===== src/rtl/lowpass_pkg.sv =====
// Shared types and constants for the click-free lowpass select controller.
package lowpass_pkg;

  // Sequencer states: fade out, swap the code, let the biquad settle, fade in.
  typedef enum logic [2:0] {
    IDLE     = 3'd0,
    FADE_OUT = 3'd1,
    SWAP     = 3'd2,
    MUTE     = 3'd3,
    FADE_IN  = 3'd4
  } lp_sw_state_t;

  // Lowpass select codes. Code 0 bypasses the filter.
  localparam logic [2:0] FILT_ALLPASS = 3'd0;
  localparam logic [2:0] FILT_1K      = 3'd1;
  localparam logic [2:0] FILT_2K5     = 3'd2;
  localparam logic [2:0] FILT_5K      = 3'd3;
  localparam logic [2:0] FILT_10K     = 3'd4;

  localparam int DEF_NUM_FILTERS = 5;

  // Unknown codes fall back to allpass rather than selecting garbage coefficients.
  function automatic logic [2:0] clamp_sel(input logic [2:0] code, input int num_filters);
    if (int'(code) >= num_filters) begin
      return FILT_ALLPASS;
    end else begin
      return code;
    end
  endfunction

endpackage


===== src/rtl/sel_debounce.sv =====
// Debouncer for a multi-bit select input: a value is accepted only after it
// has been seen unchanged for DEBOUNCE consecutive cycles.
module sel_debounce #(
  parameter int W        = 3,
  parameter int DEBOUNCE = 2400
) (
  input  logic         clk,
  input  logic         rst_n,
  input  logic [W-1:0] in,
  output logic [W-1:0] out,
  output logic         stable_pulse
);

  localparam int CW = $clog2(DEBOUNCE + 1);
  // Accept on the cycle the counter would reach its terminal value.
  localparam logic [CW-1:0] CNT_ARM  = CW'(DEBOUNCE - 2);
  localparam logic [CW-1:0] CNT_LAST = CW'(DEBOUNCE - 1);

  logic [W-1:0]  prev_r;
  logic [CW-1:0] cnt_r;
  logic [W-1:0]  out_r;
  logic          stable_pulse_r;

  // Track the previous sample, count equal cycles and latch the accepted value once.
  always_ff @(posedge clk or negedge rst_n) begin
    if (!rst_n) begin
      prev_r         <= '0;
      cnt_r          <= '0;
      out_r          <= '0;
      stable_pulse_r <= 1'b0;
    end else begin
      prev_r <= in;
      if (in != prev_r) begin
        cnt_r          <= '0;
        stable_pulse_r <= 1'b0;
      end else if (cnt_r == CNT_ARM) begin
        cnt_r          <= CNT_LAST;
        out_r          <= in;
        stable_pulse_r <= 1'b1;
      end else if (cnt_r == CNT_LAST) begin
        stable_pulse_r <= 1'b0;
      end else begin
        cnt_r          <= cnt_r + CW'(1);
        stable_pulse_r <= 1'b0;
      end
    end
  end

  assign out          = out_r;
  assign stable_pulse = stable_pulse_r;

endmodule


===== src/rtl/lowpass_switch_ctrl.sv =====
// Owns the lowpass select code: a debounced request change fades the audio to
// silence, swaps the code, holds mute while the biquad settles, then fades back.
module lowpass_switch_ctrl
  import lowpass_pkg::*;
#(
  parameter int NUM_FILTERS = DEF_NUM_FILTERS,
  parameter int DEBOUNCE    = 2400,
  parameter int RAMP_LOG2   = 6,
  parameter int SETTLE      = 32
) (
  input  logic        clk_48,
  input  logic        reset_n,
  input  logic [2:0]  filter_req,
  input  logic [15:0] audio_in,
  output logic [15:0] audio_out,
  output logic [2:0]  filter,
  output logic        busy
);

  localparam int GW = RAMP_LOG2 + 1;        // gain spans 0..2**RAMP_LOG2
  localparam int PW = 16 + RAMP_LOG2 + 1;   // signed product width, never overflows
  localparam int SW = $clog2(SETTLE + 1);
  localparam logic [GW-1:0] UNITY       = GW'(1 << RAMP_LOG2);
  localparam logic [SW-1:0] SETTLE_LAST = SW'(SETTLE - 1);

  lp_sw_state_t       state_r;
  logic [GW-1:0]      gain_r;
  logic [2:0]         filter_r;
  logic [2:0]         target_r;
  logic [SW-1:0]      settle_cnt_r;
  logic               busy_r;
  logic [15:0]        audio_out_r;

  logic [2:0]         deb_sel_s;
  logic               deb_pulse_s;
  logic signed [PW-1:0] audio_in_x_s;
  logic signed [PW-1:0] gain_x_s;
  logic signed [PW-1:0] prod_s;

  sel_debounce #(
    .W        (3),
    .DEBOUNCE (DEBOUNCE)
  ) u_sel_debounce (
    .clk          (clk_48),
    .rst_n        (reset_n),
    .in           (filter_req),
    .out          (deb_sel_s),
    .stable_pulse (deb_pulse_s)
  );

  // Load the range-checked request when the debouncer accepts a new value.
  always_ff @(posedge clk_48 or negedge reset_n) begin
    if (!reset_n) begin
      target_r <= FILT_ALLPASS;
    end else if (deb_pulse_s) begin
      target_r <= clamp_sel(deb_sel_s, NUM_FILTERS);
    end else begin
      target_r <= target_r;
    end
  end

  // Sequencer: gain ramps and the code swap; filter only moves while gain is zero.
  always_ff @(posedge clk_48 or negedge reset_n) begin
    if (!reset_n) begin
      state_r      <= IDLE;
      gain_r       <= UNITY;
      filter_r     <= FILT_ALLPASS;
      settle_cnt_r <= '0;
      busy_r       <= 1'b0;
    end else begin
      case (state_r)
        IDLE: begin
          if (target_r != filter_r) begin
            state_r <= FADE_OUT;
            busy_r  <= 1'b1;
          end else begin
            state_r <= IDLE;
            busy_r  <= 1'b0;
          end
        end
        FADE_OUT: begin
          // Always runs to silence, even if the request reverts meanwhile.
          if (gain_r <= GW'(1)) begin
            gain_r  <= '0;
            state_r <= SWAP;
          end else begin
            gain_r  <= gain_r - GW'(1);
          end
        end
        SWAP: begin
          filter_r     <= target_r;
          settle_cnt_r <= '0;
          state_r      <= MUTE;
        end
        MUTE: begin
          if (settle_cnt_r == SETTLE_LAST) begin
            // A request that moved during the mute gets its own swap now.
            state_r <= (target_r != filter_r) ? SWAP : FADE_IN;
          end else begin
            settle_cnt_r <= settle_cnt_r + SW'(1);
          end
        end
        FADE_IN: begin
          if (target_r != filter_r) begin
            // Turn around from the current gain so the envelope stays continuous.
            state_r <= FADE_OUT;
            gain_r  <= (gain_r == '0) ? '0 : gain_r - GW'(1);
          end else if (gain_r >= UNITY - GW'(1)) begin
            gain_r  <= UNITY;
            state_r <= IDLE;
            busy_r  <= 1'b0;
          end else begin
            gain_r  <= gain_r + GW'(1);
          end
        end
        default: begin
          state_r <= IDLE;
          gain_r  <= UNITY;
          busy_r  <= 1'b0;
        end
      endcase
    end
  end

  assign audio_in_x_s = {{(PW-16){audio_in[15]}}, audio_in};
  assign gain_x_s     = {{(PW-GW){1'b0}}, gain_r};
  assign prod_s       = audio_in_x_s * gain_x_s;

  // Apply the fade gain; at unity the shift returns audio_in unchanged.
  always_ff @(posedge clk_48 or negedge reset_n) begin
    if (!reset_n) begin
      audio_out_r <= 16'd0;
    end else begin
      audio_out_r <= 16'(prod_s >>> RAMP_LOG2);
    end
  end

  assign audio_out = audio_out_r;
  assign filter    = filter_r;
  assign busy      = busy_r;

endmodule


===== config.mk =====
export PLATFORM = sky130hd
export DESIGN_NAME = lowpass_switch_ctrl
export DESIGN_NICKNAME = d
export VERILOG_FILES = /design/src/rtl/lowpass_pkg.sv /design/src/rtl/sel_debounce.sv /design/src/rtl/lowpass_switch_ctrl.sv
export SDC_FILE = /design/constraint.sdc
export NUM_CORES = 1
export LEC_CHECK = 0
export ABC_CLOCK_PERIOD_IN_PS = 14600
export BUFFER_PORTS_ARGS = -buffer_cell sky130_fd_sc_hd__buf_4
export CAP_MARGIN = 20
export CORE_MARGIN = 5
export CORE_UTILIZATION = 50
export DETAILED_ROUTE_END_ITERATION = 8
export GPL_TIMING_DRIVEN = 0
export PLACE_DENSITY = 0.79
export SETUP_SLACK_MARGIN = 0.2
export SLEW_MARGIN = 20
export SYNTH_ARGS = -nofsm -noshare
export SYNTH_HDL_FRONTEND = slang
export SYNTH_SLANG_ARGS = --single-unit

===== constraint.sdc =====
create_clock -name clk_48 -period 14.6 [get_ports clk_48]
set_input_delay 2.19 -clock clk_48 [delete_from_list [all_inputs] [get_ports clk_48]]
set_output_delay 2.19 -clock clk_48 [all_outputs]
set_load 0.01 [all_outputs]

* Word level (Yosys, flattened, before mapping)
Index checks and enable logic that the tools add are counted.
Word-level totals: register bits after elaboration 58, input bits 21, output and inout port bits 20, logic and storage cells 70
Cells by class: add/subtract/negate cells 4, multiply operators 1, $lt $le $gt $ge 3, eq/ne operators 16, muxes and demuxes 24, bitwise logic cells 2, reductions and logical operators 9
Operators by type and width (number):
- 2-to-1 mux 12 bit | 3
- 2-to-1 mux 7 bit | 4
- == test 12 bit, second input constant | 2
- multiplier 16 x 8 -> 22 bit | 1
- case mux 7 bit (3 select lines) | 1
- 2-to-1 mux 3 bit | 6
- case mux 3 bit (5 select lines) | 1
- adder 12 x 1 -> 12 bit, second input constant | 1
- case mux 6 bit (2 select lines) | 1
- inequality test 2 bit, second input constant | 5
- adder 7 x 1 -> 7 bit, second input constant | 1
- greater-or-equal comparator 7 x 6 -> 1 bit, second input constant | 1
- <= comparator 7 x 1 -> 1 bit, second input constant | 1
- logical NOT 7 bit | 1
- subtractor 7 x 1 -> 7 bit, second input constant | 1
- adder 6 x 1 -> 6 bit, second input constant | 1
- == test 3 x 2 -> 1 bit, second input constant | 2
- == test 6 x 5 -> 1 bit, second input constant | 1
- 2-to-1 mux 1 bit | 6
- 2-to-1 mux 6 bit | 1
- inequality test 3 bit | 2
- AND reduction 3 bit | 2
- OR reduction 3 bit | 2
- AND reduction 2 bit | 2
- other kinds (9) | 10

* Logic depth before layout (Yosys ltp)
Gate-level depths: netlist of run 1.
depth after elaboration 4, mapped depth 20, depth with buffers taken out 17

* Modules after synthesis
Synthesis of run 1 repeated with hierarchy kept, for this count alone.
Unflattened totals: cell total of the unflattened synthesis 694, area total of the unflattened synthesis 6486.2 sq um
Modules (own cells, without submodules):
- lowpass_switch_ctrl | times used 1, cells an instance 613, area each 5547.8 sq um, seq. area each 977.2 sq um
- sel_debounce | times used 1, cells an instance 81, area each 938.4 sq um, seq. area each 475.5 sq um

* Least setup slack after synthesis of run 1
OpenSTA, ideal clock, no wires.
path type input port to flip-flop, start input audio_in[15], end register audio_out_r[15] (netlist: audio_out[15]), setup time 80 ps, arrival time 6218 ps, required time 14520 ps, setup slack 8302 ps, stages 16, path buffers 0, path through and2_1 -> fa_1 -> inv_1 -> fa_1 -> inv_1 -> fa_1 -> inv_1 -> fa_1 -> inv_1 -> ha_1 -> and3_1 -> nor3b_1 -> or3_1 -> or3_1 -> o21ai_1 -> xnor2_1
Between the ends: cells in the longest elaborated chain, start to end 1
Ends and longest elaborated chain:
- from (decl) | line lowpass_switch_ctrl.sv:14 | input logic [15:0] audio_in,
- multiplier 16 x 8 -> 22 bit | line lowpass_switch_ctrl.sv:127 | assign prod_s = audio_in_x_s * gain_x_s;
- named net prod_s[21] | line lowpass_switch_ctrl.sv:38 | logic signed [PW-1:0] prod_s;
- to (signal assigned) | line lowpass_switch_ctrl.sv:134 | audio_out_r <= 16'(prod_s >>> RAMP_LOG2);
- to (decl) | line lowpass_switch_ctrl.sv:32 | logic [15:0] audio_out_r;
The timed path passes the listed nets, and every way through them passes these cells. A chain may end at the register's enable or synchronous reset.

* Worst setup path in the final report of run 1
Same ends and word-level chain as after synthesis.

==> results of run 1 <==
[logic make-up (layout without fill, tap and decap cells)]
family,count (synthesis),count (layout),share of synthesized area [%]
XOR/XNOR,34,34,4.56
multiplexers,8,8,1.38
buffers and inverters,142,198,8.23
AND/OR/NAND/NOR,242,242,20.1
flip-flops,58,58,22.3
AO/OA/AOI/OAI,97,97,9.94
adder cells (fa/ha/maj),127,127,33.6
[worst register-to-register path: stages (launching register included)]
cell and delay (ns):
dfrtp_1 0.43, clkbuf_1 0.47, clkbuf_1 0.50, nand2_1 0.15, fa_1 0.53, inv_1 0.05
fa_1 0.47, fa_1 0.55, inv_1 0.05, fa_1 0.52, inv_1 0.04, ha_1 0.35
o21ai_0 0.18, a21oi_1 0.09, a31oi_2 0.25, a21oi_2 0.13, or4b_1 0.49, and3_1 0.17
[worst max-delay path by stage]
| stage | to | startpoint | slack [ns] |
|---|---|---|---|
| after CTS | audio_out[15] | audio_in[15] | 8.29 |
| after global placement | audio_out[15] | audio_in[15] | 7.93 |
| after detailed placement | audio_out[15] | audio_in[15] | 7.97 |
| after floorplan | audio_out[15] | audio_in[15] | 8.30 |
| after global routing | audio_out[15] | audio_in[15] | 8.13 |
| final | audio_out[15] | audio_in[15] | 8.28 |
[final cells by class]
cell class              count  area (µm²)
fillers                  1188        5410
multi-input cells         508        4530
flip-flops and latches     58        1450
inverters                 121         454
repair buffers             40         300
clock buffers              11         243
well taps                 172         215
plain buffers              21        82.6
clock inverters             5        30.0
[metal layers]
metal	global-route usage (%)	vias to the layer above	wire length, µm
met5	0	-	0
met4	5.22	0	192
met3	2.92	11	741
met2	31.1	118	6500
met1	24.8	2335	6260
li1	-	2372	-
[synthesized netlist by cell type, types with 3 or more instances]
cell type	n	area share [%]
inv_1	121	7.0
and2_1	83	8.0
fa_1	80	25
dfrtp_1	57	22
nand2_1	53	3.0
ha_1	47	9.0
nor2_1	37	2.1
a21oi_1	29	2.2
xnor2_1	22	3.0
clkbuf_1	18	1.0
o21ai_0	15	1.2
and3_1	14	1.3
xor2_1	12	1.6
nand3_1	10	0.77
o21ai_1	8	0.61
nor2b_1	7	0.67
a31oi_1	6	0.58
nand4_1	6	0.58
nor3_1	6	0.46
mux2_2	5	0.86
nand2b_1	5	0.48
nand3b_1	4	0.46
o21bai_1	4	0.46
o221ai_1	4	0.54
a21o_1	3	0.35
a22o_1	3	0.40
buf_2	3	0.23
mux2_1	3	0.52
o21a_1	3	0.35
or3_1	3	0.29
[metrics by stage]
stage / instance area [µm²] / util [%] / hold WS, ns / worst slack, ns / cells
after detailed placement: 7040 / 55.3 / 0.522 / 7.97 / 920
after floorplan: 6520 / - / 0.477 / 8.30 / 708
after CTS: 7310 / 57.5 / 0.535 / 8.29 / 936
after global placement: 7040 / 55.3 / 0.502 / 7.93 / 920
after global routing: 7310 / 57.5 / 0.555 / 8.13 / 936
final: 7310 / 57.5 / 0.526 / 8.28 / 936
[flip-flops by register name, summed over array words and instances (netlist names)]
register and flops:
audio_out 16, u_sel_debounce.cnt_r 12, gain_r 7, settle_cnt_r 6
filter 3, state_r 3, target_r 3, u_sel_debounce.out 3
u_sel_debounce.prev_r 3, busy 1, u_sel_debounce.stable_pulse 1
==> key figures, run 1 <==
Status
  • Status: complete, no violations

Die
  • Starting density of the core: 51.3%
  • Die Y: 124 µm
  • I/O Pins: 41
  • Num rows: 41
  • Die width: 124 µm
  • DIE AREA: 15400 µm²
  • Core ar.: 12700 µm²

Worst setup path
  • RR Startpoint: gain_r[3]
  • Crit-path max FO: 7
  • CP Depth: 17
  • CP max stage delay: 0.57 ns
  • Crit-path cells: buf_4 > and2_1 > fa_1 > inv_1 > fa_1 > inv_1 > fa_1 > inv_1 > fa_1 > inv_1 > ha_1 > and3_1 > nor3b_1 > or3_1 > or3_1 > o21ai_1 > xnor2_1
  • R2R setup slack: 9.07 ns
  • R2R depth: 17
  • Crit end category: flop
  • Buffers and inverters on the worst path: 5
  • Kind of critical path: input pin to flop
  • Req. time, crit path: 14.85 ns
  • CP max-delay cell: fa_1
  • Worst Setup Start Kind: input pin
  • Crit path DAT: 6.57 ns
  • RR Endpoint: audio_out[13]
  • Top delay family on crit path: adder cells

Clock tree
  • H-tree depth: 3
  • Postcts setup bufs: 0
  • Count of hold-fix buffers inserted at cts: 0
  • PostCTS Resize Cnt: 0
  • CTS tree: built
  • CTS buffer count: 9
  • Clk slew on worst S/H paths: 0.05 ns
  • Worst-skew pair later-pin latency: 0.33 ns
  • Clock Tree Buf Depth: 2
  • CTS root buf: clkbuf_16
  • Clock sinks: 58

STA
  • Count of final setup violators: 0
  • Min Tclk post-route: 6.32 ns
  • Worst Skew: 0.00806 ns
  • Slew margin rel.: 53.2%
  • Slew at the pin closest to its max-slew limit: 0.703 ns
  • Fmax: 0.158 GHz
  • Fin crit share: 43.3%
  • RSZ-0062 raised after global routing: false
  • Final Slew Violations: 0
  • Hold Fails Final Rpt: 0
  • TNS Setup: 0 ns

Drt
  • Vias per cell: 5.17
  • DRT Pass-1 Iters: 4
  • Via count: 4836
  • Initial DRC count: 297
  • DR WL/cell: 14.6 µm
  • Drt total wl: 13700 µm
  • ANT nets after route: 0
  • DRC viols: 0

Global route
  • Vias in the first global route: 5055
  • Largest net degree at the start of global routing: 59
  • Gr ovfl total: 0
  • Initial antenna violation count: 0
  • First-pass GRT wire length: 23900 µm
  • GRT Overall Usage: 18.5%

Synthesis
  • Post-Syn Nets: 856
  • Post-synth EDFFs: 0
  • Synth Warn #: 0
  • Main synth FF type: dfrtp_1
  • Yosys reg bits: 58
  • Mapped Cells: 708
  • Async SR Flop Fraction: 100%
  • Mean Syn Cell Area: 9.21 µm²
  • Distinct cell type count after synthesis: 60
  • Mapped Area: 6520 µm²
  • Seq/Total Area, Yosys: 22.3%

Min path
  • Hold Path End: u_sel_debounce.out[0]
  • Hold WC Path Type: flop to flop
  • Min-delay src: u_sel_debounce.out[0]
  • Hold depth: 1

Job
  • Max cap viols: 0

Cells and area
  • Most frequent cells in the layout: inv_1, and2_1, fa_1
  • P&R area growth vs syn: 12.1%
  • Nets: 907
  • Commonest non-fill, non-tap cell in the layout: inv_1
  • Share of cells above drive strength 1: 9.82%
  • ANT cells: 0

Placement
  • Placer Congestion: 0.812
  • PortBufs: 40
  • Hpwl dp: 11100 µm
Power of run 1 is left out: the tool's default activity adds up to more than one toggle a clock period on the data nets, which glitch-free logic cannot reach.
==> run 2, diff against run 1 <==
Settings changed: ABC_CLOCK_PERIOD_IN_PS 14600 to 5300, PLACE_DENSITY 0.79 to 0.81.
Clock period 14.6 ns to 5.3 ns, I/O delays scaled along.
==> key figures, run 2 (same netlist as run 1, synthesis figures left out) <==
Status
  • Status: complete, no violations

Global route
  • Largest net degree at the start of global routing: 59
  • Vias in the first global route: 5047
  • GRT Overall Usage: 18.1%
  • First-pass GRT wire length: 23400 µm
  • Gr ovfl total: 0
  • Initial antenna violation count: 0

Worst setup path
  • Crit path top cell by count: fa_1
  • R2R setup slack: 0.33 ns
  • Kind of critical path: flop to flop
  • RR Startpoint: gain_r[4]
  • Crit-path max FO: 10
  • Worst Setup Start Kind: flop
  • CP max-delay cell: fa_1
  • RR Endpoint: audio_out[13]
  • Crit end category: flop
  • Req. time, crit path: 5.50 ns
  • Crit-path cells: buf_4 > clkbuf_4 > nand2_1 > fa_1 > inv_1 > fa_1 > fa_1 > inv_1 > fa_1 > inv_1 > ha_1 > a21o_1 > a21oi_1 > nor2b_1 > o21bai_1 > or4b_1 > and3_1
  • CP max stage delay: 0.54 ns
  • Crit path DAT: 5.18 ns
  • R2R depth: 17

Clock tree
  • CTS root buf: clkbuf_16
  • Clk slew on worst S/H paths: 0.05 ns
  • Clock sinks: 58
  • Clock Tree Buf Depth: 2
  • CTS buffer count: 9
  • H-tree depth: 3
  • Worst-skew pair later-pin latency: 0.32 ns
  • CTS tree: built

Cells and area
  • Max reg flops: 16
  • Commonest non-fill, non-tap cell in the layout: inv_1
  • Register Area: 1450 µm²
  • Share of cells above drive strength 1: 13.5%
  • ANT cells: 0
  • Nets: 908
  • Multi-input gate area: 4580 µm²
  • P&R area growth vs syn: 14.2%
  • Fillers: 1168
  • Most frequent cells in the layout: inv_1, and2_1, fa_1

Drt
  • ANT nets after route: 0
  • Vias per cell: 5.32
  • Via count: 4979
  • DRC viols: 0
  • Initial DRC count: 307
  • DRT Pass-1 Iters: 4
  • DR WL/cell: 14.6 µm
  • Drt total wl: 13700 µm

STA
  • Worst Skew: 0.00789 ns
  • Min Tclk post-route: 4.97 ns
  • Fin crit share: 93.8%
  • RSZ-0062 raised after global routing: false
  • Count of final setup violators: 0
  • Slew at the pin closest to its max-slew limit: 0.691 ns
  • Hold Fails Final Rpt: 0
  • Final Slew Violations: 0
  • Slew margin rel.: 53.9%
  • Fmax: 0.201 GHz
  • Worst setup margin: 0.327 ns

Die
  • Die width: 124 µm
  • Die Y: 124 µm
  • Core ar.: 12700 µm²
  • Num rows: 41
  • DIE AREA: 15400 µm²
  • I/O Pins: 41
  • Starting density of the core: 51.3%

Placement
  • Placer Congestion: 0.835
  • PortBufs: 40
  • Hpwl dp: 10900 µm
  • Pre-CTS setup slack: -0.236 ns

Job
  • Max cap viols: 0

Min path
  • Hold WC Path Type: input pin to asynchronous set/reset pin
==> run 2: changes by cell type in the layout (fill, tap and decap cells not counted), moves of 2 or more <==
cell / before / now
inv_2: 0 / 4
clkinv_2: 3 / 0
ha_1: 47 / 44
clkbuf_2: 0 / 5
ha_2: 0 / 2
clkbuf_4: 0 / 3
buf_4: 40 / 44
clkbuf_1: 19 / 6
inv_1: 121 / 117
==> run 2: per-layer routing <==
layer	wire length, µm	GRT usage [%]	vias to the layer above
li1	-	-	2386
met1	6240	24.4	2451
met2	6490	29.6	123
met3	647	3.60	19
met4	286	5.67	0
met5	0	0	-
==> run 2: per-stage QoR <==
| stage | hold WS [ns] | util [%] | area [µm²] | setup TNS [ns] | instances |
|---|---|---|---|---|---|
| 6_report | 0.519 | 58.6 | 7450 | 0 | 936 |
| 5_1_grt | 0.559 | 58.6 | 7450 | 0 | 936 |
| 4_1_cts | 0.534 | 58.1 | 7390 | 0 | 935 |
| 3_5_place_dp | 0.523 | 55.3 | 7040 | -0.857 | 920 |
| 3_3_place_gp | 0.501 | 55.3 | 7040 | -0.588 | 920 |
| 2_1_floorplan | 0.477 | - | 6520 | 0 | 708 |
==> run 2: final cells by class <==
cell class / count / share of cell area, %
multi-input combinational: 508 / 61.5
sequential: 58 / 19.5
inverter: 121 / 6.10
timing repair buffer: 41 / 4.13
clock buffer: 11 / 3.26
tap: 172 / 2.89
buffer: 21 / 1.86
clock inverter: 4 / 0.705
==> run 2: critical path, delay by kind of cell (launching register included) <==
family / cells / cell delay [ns]
AO/OA/AOI/OAI: 3 / 0.58
AND/OR/NAND/NOR: 4 / 0.86
adder cells (fa/ha/maj): 5 / 2.43
flip-flops: 1 / 0.40
buffers and inverters: 5 / 0.58
==> run 2: worst max-delay path by stage <==
stage               depth (start not counted)       from  slack (ns)       endpoint
finish                                     17  gain_r[4]        0.33  audio_out[13]
global route                               17  gain_r[4]        0.15  audio_out[13]
CTS                                        17  gain_r[3]        0.20  audio_out[13]
detailed placement                         17  gain_r[3]       -0.24  audio_out[13]
global placement                           17  gain_r[3]       -0.17  audio_out[13]
floorplan                                  20  gain_r[2]        0.34  audio_out[15]
==> run 2: what timing repair did <==
| item | in CTS | in global routing |
|---|---|---|
| setup buffers | 0 | 1 |
| hold endpoints to repair | 0 | 0 |
| resized for setup | 21 | 33 |
| pin swaps | 1 | 5 |
| endpoints found under the setup margin | 10 | 6 |
| hold buffers | 0 | 0 |
Power of run 2 is left out for the same reason.
